### src/rtl/pc_fetch.sv
// pc_fetch: instruction fetch stage. Issues one read at a time to
// instruction memory, presents fetched words in program order on a
// registered output, parks one word while downstream stalls, and drains
// wrong-path reads after a branch redirect.
//
// Handshakes:
//   memory side - imem_req/imem_addr come from registers and stay stable
//                 until a cycle with imem_ready=1 completes the read; a
//                 ready seen while imem_req=0 is ignored.
//   output side - the word on if_pc/if_inst with if_valid=1 is taken by
//                 downstream in every cycle with stall=0; with stall=1 it
//                 is held unchanged.
module pc_fetch #(
    parameter logic [31:0] RESET_PC = 32'h0000_0000
) (
    input  logic        clk,
    input  logic        rst,
    input  logic        stall,
    input  logic        branch_flag,
    input  logic [31:0] branch_target,
    output logic        imem_req,
    output logic [31:0] imem_addr,
    input  logic        imem_ready,
    input  logic [31:0] imem_rdata,
    output logic [31:0] if_pc,
    output logic [31:0] if_inst,
    output logic        if_valid
);

    typedef enum logic [1:0] {
        FETCH = 2'd0,  // read outstanding at pc
        HOLD  = 2'd1,  // one word parked, memory idle
        KILL  = 2'd2   // wrong-path read at kill_addr still outstanding
    } state_t;

    state_t      state, state_n;
    logic [31:0] pc, pc_n;
    logic [31:0] kill_addr, kill_addr_n;
    logic [31:0] hold_pc, hold_pc_n;
    logic [31:0] hold_inst, hold_inst_n;
    logic [31:0] out_pc_n, out_inst_n;
    logic        out_valid_n;

    // Memory request decoded from registers; masked while reset is applied
    // so no read is issued in any reset cycle.
    always_comb begin
        imem_req  = (state != HOLD) && !rst;
        imem_addr = (state == KILL) ? kill_addr : pc;
    end

    // Next-state, next-pc and next-output selection.
    always_comb begin
        state_n     = state;
        pc_n        = pc;
        kill_addr_n = kill_addr;
        hold_pc_n   = hold_pc;
        hold_inst_n = hold_inst;
        out_pc_n    = if_pc;
        out_inst_n  = if_inst;
        out_valid_n = if_valid;

        if (branch_flag) begin
            // Redirect wins over stall and ready: flush output and parked word.
            pc_n        = branch_target & 32'hFFFF_FFFC;
            out_pc_n    = 32'h0;
            out_inst_n  = 32'h0;
            out_valid_n = 1'b0;
            hold_pc_n   = 32'h0;
            hold_inst_n = 32'h0;
            unique case (state)
                FETCH: begin
                    if (imem_ready) begin
                        state_n = FETCH;
                    end else begin
                        // Keep driving the old address until memory answers.
                        state_n     = KILL;
                        kill_addr_n = pc;
                    end
                end
                // A newer target replaces the stored one; if the old read
                // completes in this same cycle there is nothing left to drain.
                KILL:    state_n = imem_ready ? FETCH : KILL;
                HOLD:    state_n = FETCH;
                default: state_n = FETCH;
            endcase
        end else begin
            unique case (state)
                FETCH: begin
                    if (imem_ready) begin
                        pc_n = pc + 32'd4;
                        if (!if_valid || !stall) begin
                            out_pc_n    = pc;
                            out_inst_n  = imem_rdata;
                            out_valid_n = 1'b1;
                        end else begin
                            // Output slot busy: park the word and idle memory.
                            hold_pc_n   = pc;
                            hold_inst_n = imem_rdata;
                            state_n     = HOLD;
                        end
                    end else if (!stall) begin
                        out_valid_n = 1'b0;
                        out_inst_n  = 32'h0;
                    end
                end
                HOLD: begin
                    if (!stall) begin
                        out_pc_n    = hold_pc;
                        out_inst_n  = hold_inst;
                        out_valid_n = 1'b1;
                        state_n     = FETCH;
                    end
                end
                KILL: begin
                    // Wrong-path word is dropped; resume at the stored target.
                    if (imem_ready) begin
                        state_n = FETCH;
                    end
                end
                default: state_n = FETCH;
            endcase
        end
    end

    // State, pc, parked word and output registers with synchronous reset.
    always_ff @(posedge clk) begin
        if (rst) begin
            state     <= FETCH;
            pc        <= RESET_PC;
            kill_addr <= 32'h0;
            hold_pc   <= 32'h0;
            hold_inst <= 32'h0;
            if_pc     <= 32'h0;
            if_inst   <= 32'h0;
            if_valid  <= 1'b0;
        end else begin
            state     <= state_n;
            pc        <= pc_n;
            kill_addr <= kill_addr_n;
            hold_pc   <= hold_pc_n;
            hold_inst <= hold_inst_n;
            if_pc     <= out_pc_n;
            if_inst   <= out_inst_n;
            if_valid  <= out_valid_n;
        end
    end

endmodule

### config.mk
export PLATFORM = sky130hd
export DESIGN_NAME = pc_fetch
export DESIGN_NICKNAME = d
export VERILOG_FILES = /design/src/rtl/pc_fetch.sv
export SDC_FILE = /design/constraint.sdc
export NUM_CORES = 1
export LEC_CHECK = 0
export CORE_ASPECT_RATIO = 1.5
export CORE_MARGIN = 1
export CORE_UTILIZATION = 50
export DETAILED_ROUTE_END_ITERATION = 10
export DONT_BUFFER_PORTS = 1
export GPL_TIMING_DRIVEN = 0
export SETUP_SLACK_MARGIN = 0.2
export SYNTH_ARGS = -nofsm -noshare
export SYNTH_HDL_FRONTEND = slang
export SYNTH_SLANG_ARGS = --single-unit
### constraint.sdc
create_clock -name clk -period 2.65 [get_ports clk]
set_input_delay 0.1325 -clock clk [delete_from_list [all_inputs] [get_ports clk]]
set_output_delay 0.1325 -clock clk [all_outputs]
set_load 0.01 [all_outputs]
==> results of run 1 <==
==> what timing repair did <==
action | in CTS | in global routing
pin swaps | 0 | 0
resized for setup | 4 | 3
hold buffers | 65 | 0
endpoints found under the hold margin | 96 | 0
setup endpoints to repair | 25 | 67
==> cells by family (layout without fill, tap and decap cells) <==
kind of cell | count (synthesis) | in the layout
adders and majority gates | 1 | 1
AOI/OAI and AO/OA | 200 | 200
muxes | 29 | 29
and+or+nand+nor | 483 | 483
xor gates and xnor gates | 22 | 22
other | 1 | 4
buffers and inverters | 114 | 210
DFF | 187 | 187
==> state kept, by name, summed over array words and instances (netlist names) <==
| register | flops |
|---|---|
| hold_inst | 32 |
| hold_pc | 30 |
| if_inst | 32 |
| if_pc | 30 |
| if_valid | 1 |
| kill_addr | 30 |
| pc | 30 |
| state | 2 |
==> power breakdown <==
part	total (mW)	internal, mW	switching [mW]
Combinational	0.625	0.234	0.391
Clock	2.77	1.62	1.15
Sequential	3.00	2.90	0.0972
==> layout make-up <==
| cell class | count | area share |
|---|---|---|
| Buffer | 107 | 0.0476 |
| Inverter | 7 | 0.00271 |
| Tap cell | 203 | 0.0262 |
| Clock buffer | 19 | 0.0456 |
| Timing Repair Buffer | 65 | 0.0670 |
| Sequential cell | 187 | 0.386 |
| Multi-Input combinational cell | 739 | 0.406 |
| Clock inverter | 12 | 0.0192 |
==> metrics by stage <==
step	worst slack, ns	hold slack, ns	total power, mW	util	cell area [sq um]
detailed placement	0.170	0.277	3.60	0.533	8410
global route	0.176	0.0305	6.60	0.616	9710
finish	0.302	0.0273	6.39	0.616	9710
CTS	0.313	0.0214	6.41	0.615	9690
global placement	0.223	0.270	3.59	0.533	8410
floorplan	0.643	0.268	3.43	-	8160
==> cell usage in the layout (no fill, tap or decap), drive strengths merged, types with 3 or more instances in the layout <==
master       instances
xor2                 5
conb                 4
or4                  5
nor4                 4
clkbuf             103
nor2b                3
mux2i                4
nor2                96
o21ai               13
mux2                25
a311oi              66
nor3                17
bufinv               4
inv                 11
nand4                6
buf                 23
nand2              298
dlygate4sd3         65
a211oi              15
xnor2               17
nand3               40
a21oi              101
nor3b                3
or3                  4
dfxtp              187
==> per-layer routing <==
layer / global-route usage / up-vias
met5: 0 / -
met3: 0.0679 / 42
li1: - / 3700
met2: 0.527 / 189
met1: 0.316 / 3499
met4: 0.118 / 0
==> worst paths after layout <==
check,startpoint,endpoint,slack [ns],depth (start not counted)
max,state[1],imem_addr[8],0.30,5
min,branch_flag,pc[31],0.03,2
max reg2reg,pc[14],pc[31],0.36,6
min reg2reg,hold_inst[8],hold_inst[8],0.45,2
==> summary.md, run 1 <==
| Metric | Value |
|---|---|
| Input/output buffers | `0` |
| Die Span X | `106 um` |
| Overall global routing resource usage | `0.288` |
| Peak Freq | `0.426 GHz` |
| WP data required | `2.52 ns` |
| Register area | `3740 sq um` |
| Crit path time final | `2.35 ns` |
| Worst Hold Class | `in2reg` |
| Setup TNS | `0 ns` |
| Layout area overhead | `19.2%` |
| Commonest cells post-synth | `nand2_1 (298), dfxtp_1 (187), a21oi_1 (101), nor2_1 (96), clkbuf_1 (84)` |
| CP arrival | `2.22 ns` |
| Synth warn | `0` |
| Cells along the critical path | `clkbuf_2 > nor2b_1 > clkbuf_2 > buf_2 > mux2_2` |
| Worst setup EP type | `primary output` |
| Most used DFF post-synth | `dfxtp_1` |
| Initial antenna violation count | `0` |
| DR WL/cell | `17.8 um` |
| Pins over their slew limit | `0` |
| Synth Register Bits | `187` |
| Final WL | `23,800 um` |
| Slowest stage delay, CP | `0.42 ns` |
| Syn avg cell area | `7.85 sq um` |
| Routed Antenna Nets | `0` |
| Post-synthesis adder-cell area fraction | `0.00154` |
| Starting Density | `0.517` |
| Synth area leader | `dfxtp_1` |
| Diodes inserted | `0` |
| Vias in the first global route | `6,992` |
| Routed vias/inst | `5.55` |
| Outcome | `complete, no violations` |
| Routability cong. | `0.863` |
| Worst VDD drop | `0.418 mV` |
| DRC viols | `0` |
| Area occupied by multi-input gates | `3940 sq um` |
| Main area contributors after synthesis | `dfxtp_1 (46%), nand2_1 (14%), a311oi_1 (7.1%)` |
| Latest clock arrival within the worst-skew pair | `0.44 ns` |
| DRT Pass-1 Iters | `5` |
| Largest net degree at the start of global routing | `17` |
| Post-synthesis compound-gate area fraction | `0.160` |
| Multiplexer share of the synthesized area | `0.0395` |
| Top Family by Delay on Critical Path | `buffers and inverters` |
| First-pass GRT wire length | `37,500 um` |
| Via Count | `7,430` |
| Layout Cells excl Fill | `1,339` |
| Met3 WL | `1360 um` |
| Final setup viols | `0` |
| Pleak | `3.23 nW` |
| Number of enable flip-flop cells after synthesis | `0` |
| H-tree depth | `4` |
| Slew margin rel. | `0.564` |
| FP Rows | `56` |
| Buf/Inv on CP | `3` |
| WL met2 | `12,300 um` |
| Postcts setup bufs | `0` |
| Most numerous cell in the Yosys netlist | `nand2_1` |
| Mapped cell area | `8140 sq um` |
| Max-cap viol count | `0` |
| CTS sink cnt | `187` |
| Fin crit share | `0.886` |
| Fillers | `1,460` |
| Core area | `15,800 sq um` |
| XOR/XNOR Fraction of Synth Area | `0.0237` |
| Register area share after synthesis | `0.460` |
| CP max-delay cell | `mux2_2` |
| Final HPWL from detailed placement | `17,100 um` |
| Kind of start point of the critical path | `register` |
| Metal-1 WL | `9450 um` |
| CTS Buf Count | `17` |
| Largest family of logic cells by synthesized area | `simple AND/OR/NAND/NOR gates` |
| Most used cell, CP | `clkbuf_2` |
| Share of cells above drive strength 1 | `0.0880` |
| Worst-path fanout max | `10` |
| CTS tree | `done` |
| Final Hold Vio Count | `0` |
| Io pins | `167` |
| Dpl cells | `1,243` |
| Setup Skew | `0.00932 ns` |
| Tightest Pin Transition | `0.654 ns` |
| Yosys top cell area share | `0.460` |
| Setup Crit Path Kind | `reg2out` |
| Synth cell types | `41` |
| Mapped Cells | `1,037` |
| Fin nets | `1,194` |
| Clk slew on worst S/H paths | `0.07 ns` |
| Clk buf depth | `2` |
| Iter 0 DRT Violations | `419` |
| Gr ovfl total | `0` |
| FFs w/ async S/R, synth | `0` |
| PwrDens | `658 nW/um^2` |
| Clock Tree Root | `clkbuf_16` |
| Die area | `16,800 sq um` |
| Uppermost layer routed | `met4` |
| Unrepaired setup endpoints after global routing | `true` |
| Die H | `158 um` |
| Post-Synth Simple-Gate Area | `0.256` |
No activity file was read; power rests on OpenSTA's default activity.
==> run 2: changes to the inputs <==
CTS_BUF_LIST = sky130_fd_sc_hd__clkbuf_2   (was default)
SLEW_MARGIN = 0   (was default)
==> run 2 against run 1 <==
Against the previous run:
- register-to-register slack lost 0.02 ns
- non-clock buffer count increased by 28
- combinational power is 7.2% higher
- highest routed layer unchanged
- flip-flop and latch count did not move
- critical endpoint is now imem_addr[26]
- utilization decreased by 0.11 points
- clock skew is 0.022 ns higher
- global-route usage up 0.14 points
- via count is 2.1% higher
- clock power shrank 40%
- power fell by 17%
==> summary.md, run 2 (synthesis gave the netlist of run 1 again) <==
| Metric | Value |
|---|---|
| Core area | `15,800 sq um (unchanged)` |
| Worst VDD drop | `0.367 mV (-12%)` |
| Gate power share | `0.126 (+0.028)` |
| Pins over their slew limit | `0 (unchanged)` |
| Pleak | `3.23 nW (+0.13%)` |
| Setup slack at placement | `0.170 ns (unchanged)` |
| First-pass GRT wire length | `37,800 um (+0.74%)` |
| Final HPWL from detailed placement | `17,100 um (unchanged)` |
| Input/output buffers | `0 (unchanged)` |
| Unrepaired setup endpoints after global routing | `true` |
| Max-cap viol count | `0 (unchanged)` |
| Seq pwr share | `0.565 (+0.096)` |
| Iter 0 DRT Violations | `380 (-9.3%)` |
| Final setup viols | `0 (unchanged)` |
| CTS tree | `done` |
| Fin crit share | `0.873 (-0.0132)` |
| Gr ovfl total | `0 (unchanged)` |
| P_int | `3.81 mW (-20%)` |
| Routability cong. | `0.863 (unchanged)` |
| Initial antenna violation count | `1 (+1)` |
| Most frequent cells in the layout | `nand2_1 (298), dfxtp_1 (185), a21oi_1 (100)` |
| Io pins | `167 (unchanged)` |
| Largest regs | `hold_inst x32, if_inst x32` |
| Fin nets | `1,222 (+2.3%)` |
| Routed Antenna Nets | `0 (unchanged)` |
| Worst Hold Class | `in2reg` |
| Fillers | `1,508 (+3.3%)` |
| Setup Crit Path Kind | `reg2out` |
| Clk buf depth | `2 (unchanged)` |
| Clock network fraction of design power | `0.309 (-0.124)` |
| CP arrival | `2.18 ns (-0.04 ns)` |
| Outcome | `complete, no violations` |
| Die H | `158 um (unchanged)` |
| DRC viols | `0 (unchanged)` |
| Commonest non-fill, non-tap cell in the layout | `nand2_1` |
| PwrDens | `550 nW/um^2 (-16%)` |
| Hold WS | `0.0709 ns (+0.0436 ns)` |
| Crit path time final | `2.31 ns (-0.0351 ns)` |
| FP Rows | `56 (unchanged)` |
| Slew margin rel. | `0.564 (about the same)` |
| Sw frac | `0.284 (+0.0276)` |
| Final Hold Vio Count | `0 (unchanged)` |
| Layout area overhead | `19.0%` |
| H-tree depth | `4 (unchanged)` |
| Core Util, Final | `0.615 (-0.00111)` |
| Latest clock arrival within the worst-skew pair | `0.75 ns (+0.31 ns)` |
| Net switching power figure | `1.51 mW (-7.6%)` |
| Vias in the first global route | `7,109 (+1.7%)` |
| WP data required | `2.52 ns (about the same)` |
| DP Area | `8410 sq um (unchanged)` |
| Fin worst setup slack | `0.337 ns (+0.0351 ns)` |
| Setup Skew | `0.0311 ns (+0.0218 ns)` |
| Clock Tree Root | `clkbuf_2` |
| Overall global routing resource usage | `0.289 (+0.00138)` |
| Die area | `16,800 sq um (unchanged)` |
| CTS Buf Count | `17 (unchanged)` |
| Post-route cell area | `9690 sq um (-0.18%)` |
| Tightest Pin Transition | `0.654 ns (+0.000596 ns)` |
| Worst-path fanout max | `10 (unchanged)` |
| Postcts setup bufs | `0 (unchanged)` |
| Starting Density | `0.517 (unchanged)` |
| DR WL/cell | `17.5 um (-1.4%)` |
| Kind of start point of the critical path | `register` |
| Share of cells above drive strength 1 | `0.0911 (+0.00304)` |
| Final WL | `24,000 um (+0.70%)` |
| Clk slew on worst S/H paths | `0.25 ns (+0.18 ns)` |
| Peak Freq | `0.432 GHz (+1.5%)` |
| CTS sink cnt | `187 (unchanged)` |
| Setup TNS | `0 ns (unchanged)` |
| Largest net degree at the start of global routing | `17 (unchanged)` |
| Die Span X | `106 um (unchanged)` |
| DRT Pass-1 Iters | `5 (unchanged)` |
| Worst setup EP type | `primary output` |
| Routed vias/inst | `5.54 (about the same)` |
| Via Count | `7,584 (+2.1%)` |
run 2: worst paths after layout:
check                                    start  slack (ns)  depth (start not counted)       endpoint
worst max-delay path                  state[1]        0.34                          5  imem_addr[26]
worst min register to register      hold_pc[8]        0.46                          2       if_pc[8]
worst max register to register          pc[15]        0.34                          6         pc[31]
worst min-delay path            imem_rdata[28]        0.07                          3  hold_inst[28]
run 2: final cells by class:
| type | count | area (sq um) | share of cell area |
|---|---|---|---|
| tap | 203 | 254 | 0.0262 |
| clock buffer | 18 | 90.1 | 0.00930 |
| timing repair buffer | 93 | 931 | 0.0960 |
| clock inverter | 13 | 190 | 0.0196 |
| multi-input combinational | 739 | 3950 | 0.408 |
| antenna | 1 | 2.50 | 0.000258 |
| sequential | 187 | 3750 | 0.387 |
| buffer | 107 | 498 | 0.0514 |
| inverter | 7 | 26.3 | 0.00271 |
run 2: what timing repair did:
action / 4_1_cts / 5_1_grt
endpoints found under the hold margin: 129 / 4
setup endpoints to repair: 31 / 95
hold buffers: 89 / 4
gates resized for setup: 14 / 14
run 2: stage by stage:
step | total power, mW | std cells
2_1_floorplan | 3.43 | 1040
3_3_place_gp | 3.59 | 1243
3_5_place_dp | 3.60 | 1243
4_1_cts | 5.35 | 1363
5_1_grt | 5.53 | 1368
6_report | 5.33 | 1368
run 2: layer usage:
layer,up-vias,share of wire,track usage
li1,3755,-,-
met1,3578,0.40,0.317
met2,221,0.53,0.540
met3,30,0.053,0.0643
met4,0,0.022,0.106
met5,-,0,0
run 2: power groups by stage:
stage	Sequential, mW	Clock (mW)	Combinational (mW)
floorplan	3.03	0	0.396
global placement	3.06	0	0.529
detailed placement	3.06	0	0.533
CTS	3.01	1.68	0.657
global route	3.03	1.77	0.735
finish	3.01	1.65	0.670
run 2: worst max-delay path, cell delays in order, from the launching register on:
cell and delay (ns):
dfxtp_2 0.38, buf_4 0.17, nor2b_2 0.18, buf_8 0.16
buf_8 0.16, mux2_2 0.39
==> run 3: changes to the inputs <==
--- a/config.mk
+++ b/config.mk
@@ -8,5 +8,5 @@
 export CORE_ASPECT_RATIO = 1.5
 export CORE_MARGIN = 1
-export CORE_UTILIZATION = 50
+export CORE_UTILIZATION = 35
 export CTS_BUF_LIST = sky130_fd_sc_hd__clkbuf_2
 export DETAILED_ROUTE_END_ITERATION = 10
@@ -14,4 +14,5 @@
 export GPL_TIMING_DRIVEN = 0
 export SETUP_SLACK_MARGIN = 0.2
+export SKIP_CTS_REPAIR_TIMING = 1
 export SLEW_MARGIN = 0
 export SYNTH_ARGS = -nofsm -noshare
==> constraint.sdc (replaced) <==
create_clock -name clk -period 2.65 [get_ports clk]
set_input_delay 0.53 -clock clk [delete_from_list [all_inputs] [get_ports clk]]
set_output_delay 0.53 -clock clk [all_outputs]
set_load 0.01 [all_outputs]
==> run 3 against run 2 <==
Against the previous run:
- the flow now finishes with violations (negative setup slack)
- clock power decreased by 2%
- utilization is 19 points lower
- final cell count increased by 4.7%
- largest cell class unchanged
==> summary.md, run 3 (synthesis gave the netlist of run 1 again) <==
| Metric | Value |
|---|---|
| Fillers | `2,328 (+54%)` |
| Layout Cells excl Fill | `1,432 (+4.7%)` |
| WP data required | `2.12 ns (-0.40 ns)` |
| Post-route cell area | `9820 sq um (+1.3%)` |
| DR WL/cell | `18.1 um (+3.0%)` |
| Pleak | `3.29 nW (+1.7%)` |
| Outcome | `complete, but fails checks` |
| Final setup viols | `14 (+14)` |
| PwrDens | `542 nW/um^2 (-1.4%)` |
| Setup Skew | `0.0784 ns (+0.0474 ns)` |
| Setup slack at placement | `-0.149 ns (-0.319 ns)` |
| Routability cong. | `0.826 (-4.3%)` |
| Vias in the first global route | `6,910 (-2.8%)` |
| DRT Pass-1 Iters | `6 (+1)` |
| Cells along the critical path | `buf_6 > nor2b_4 > buf_12 > clkbuf_16 > mux2_4` |
| Initial antenna violation count | `1 (unchanged)` |
| CP max-delay cell | `dfxtp_2` |
| Most frequent cells in the layout | `nand2_1 (298), dfxtp_1 (185), a21oi_1 (100)` |
| Worst VDD drop | `0.293 mV (-20%)` |
| First-pass GRT wire length | `38,900 um (+2.9%)` |
| CP arrival | `2.15 ns (-0.03 ns)` |
| Core Util, Final | `0.429 (-0.186)` |
| Worst setup path start | `state[1]` |
| Largest net degree at the start of global routing | `21 (+4)` |
| Largest regs | `hold_inst x32, if_inst x32` |
| Clk buf depth | `2 (unchanged)` |
| Clk slew on worst S/H paths | `0.31 ns (+0.06 ns)` |
| Worst Hold Class | `in2reg` |
| Core area | `22,900 sq um (+45%)` |
| H-tree depth | `4 (unchanged)` |
| Gr ovfl total | `0 (unchanged)` |
| Commonest non-fill, non-tap cell in the layout | `nand2_1` |
| Final Hold Vio Count | `0 (unchanged)` |
| Routed Antenna Nets | `0 (unchanged)` |
| CTS sink cnt | `187 (unchanged)` |
| Max-cap viol count | `0 (unchanged)` |
| Iter 0 DRT Violations | `408 (+7.4%)` |
| Worst setup EP type | `primary output` |
| Setup Crit Path Kind | `reg2out` |
| Via Count | `7,555 (-0.38%)` |
| Slew margin rel. | `0.442 (-0.122)` |
| Fin worst setup slack | `-0.0335 ns (-0.370 ns)` |
| Die Span X | `127 um (+19%)` |
| Overall global routing resource usage | `0.212 (-0.0769)` |
| Hold WS | `0.0549 ns (-0.0161 ns)` |
| Pins over their slew limit | `0 (unchanged)` |
| Latest clock arrival within the worst-skew pair | `0.85 ns (+0.10 ns)` |
| Layout area overhead | `20.6%` |
| CTS Buf Count | `17 (unchanged)` |
| Violated checks | `negative setup slack` |
| FP Rows | `68 (+21%)` |
| DP Area | `8510 sq um (+1.1%)` |
| Crit path time final | `2.68 ns (+0.370 ns)` |
| Die H | `189 um (+19%)` |
| Final HPWL from detailed placement | `18,400 um (+7.2%)` |
| Worst-path fanout max | `7 (-3)` |
| Peak Freq | `0.373 GHz (-14%)` |
| Input/output buffers | `0 (unchanged)` |
| Starting Density | `0.356 (-0.161)` |
| Io pins | `167 (unchanged)` |
| Hold path startpoint | `rst` |
| FF-to-FF Start | `pc[3]` |
| Dpl cells | `1,320 (+6.2%)` |
| Slowest stage delay, CP | `0.41 ns (+0.02 ns)` |
| Tightest Pin Transition | `0.837 ns (+0.182 ns)` |
| CTS tree | `done` |
| Share of cells above drive strength 1 | `0.117 (+0.0263)` |
| Unrepaired setup endpoints after global routing | `true` |
| Die area | `23,900 sq um (+42%)` |
| Fin crit share | `1.01 (+0.140)` |
| Routed vias/inst | `5.28 (-4.8%)` |
| Kind of start point of the critical path | `register` |
| Final WL | `25,900 um (+7.8%)` |
| DRC viols | `0 (unchanged)` |
| Fin nets | `1,207 (-1.2%)` |
| Clock Tree Root | `clkbuf_2` |
## run 3: cell count changes in the layout (fill, tap and decap cells not counted), sizes merged
cell         delta
buf            +12
bufinv          -3
clkinv          +1
diode           +1
clkbuf          -1
inv             +5
dlygate4sd3    -27
clkinvlp        -1
## run 3: layer usage
metal,up-vias,track usage,share of wire
met5,-,0,0
met4,0,0.0968,0.030
met3,49,0.0622,0.053
met2,235,0.375,0.51
met1,3550,0.232,0.41
li1,3721,-,-
## run 3: cell type report
| type | count | area [sq um] | share of cell area |
|---|---|---|---|
| clock inverters | 15 | 189 | 0.0192 |
| inverters | 7 | 26.3 | 0.00268 |
| flip-flops and latches | 187 | 3750 | 0.381 |
| clock buffers | 17 | 85.1 | 0.00866 |
| plain buffers | 107 | 552 | 0.0562 |
| multi-input cells | 739 | 4080 | 0.415 |
| repair buffers | 78 | 790 | 0.0804 |
| well taps | 280 | 350 | 0.0357 |
| diodes | 2 | 5.00 | 0.000510 |
## run 3: power breakdown
| part | leakage, nW | switching, mW | internal [mW] |
|---|---|---|---|
| Clock | 0.160 | 1.19 | 0.419 |
| Combinational | 1.61 | 0.413 | 0.279 |
| Sequential | 1.52 | 0.102 | 2.92 |
## run 3: critical path: cells and delay by family, from the launching register on
kind,cells,cell delay (ns)
buffers and inverters,3,0.43
DFF,1,0.41
muxes,1,0.33
and+or+nand+nor,1,0.16
## run 3: per-stage QoR
step                      power [mW]  TNS (ns)
after floorplan                 3.43         0
after global placement          3.60     -3.81
after detailed placement        3.61     -7.70
after CTS                       5.22    -30.44
after global routing            5.56     -3.49
final                           5.32    -0.299
## run 3: final timing paths
kind	cells after the start	slack [ns]	to
worst max register to register	7	0.28	pc[22]
worst min-delay path	2	0.05	pc[31]
worst max-delay path	5	-0.03	imem_addr[26]
worst min register to register	2	0.47	hold_inst[2]
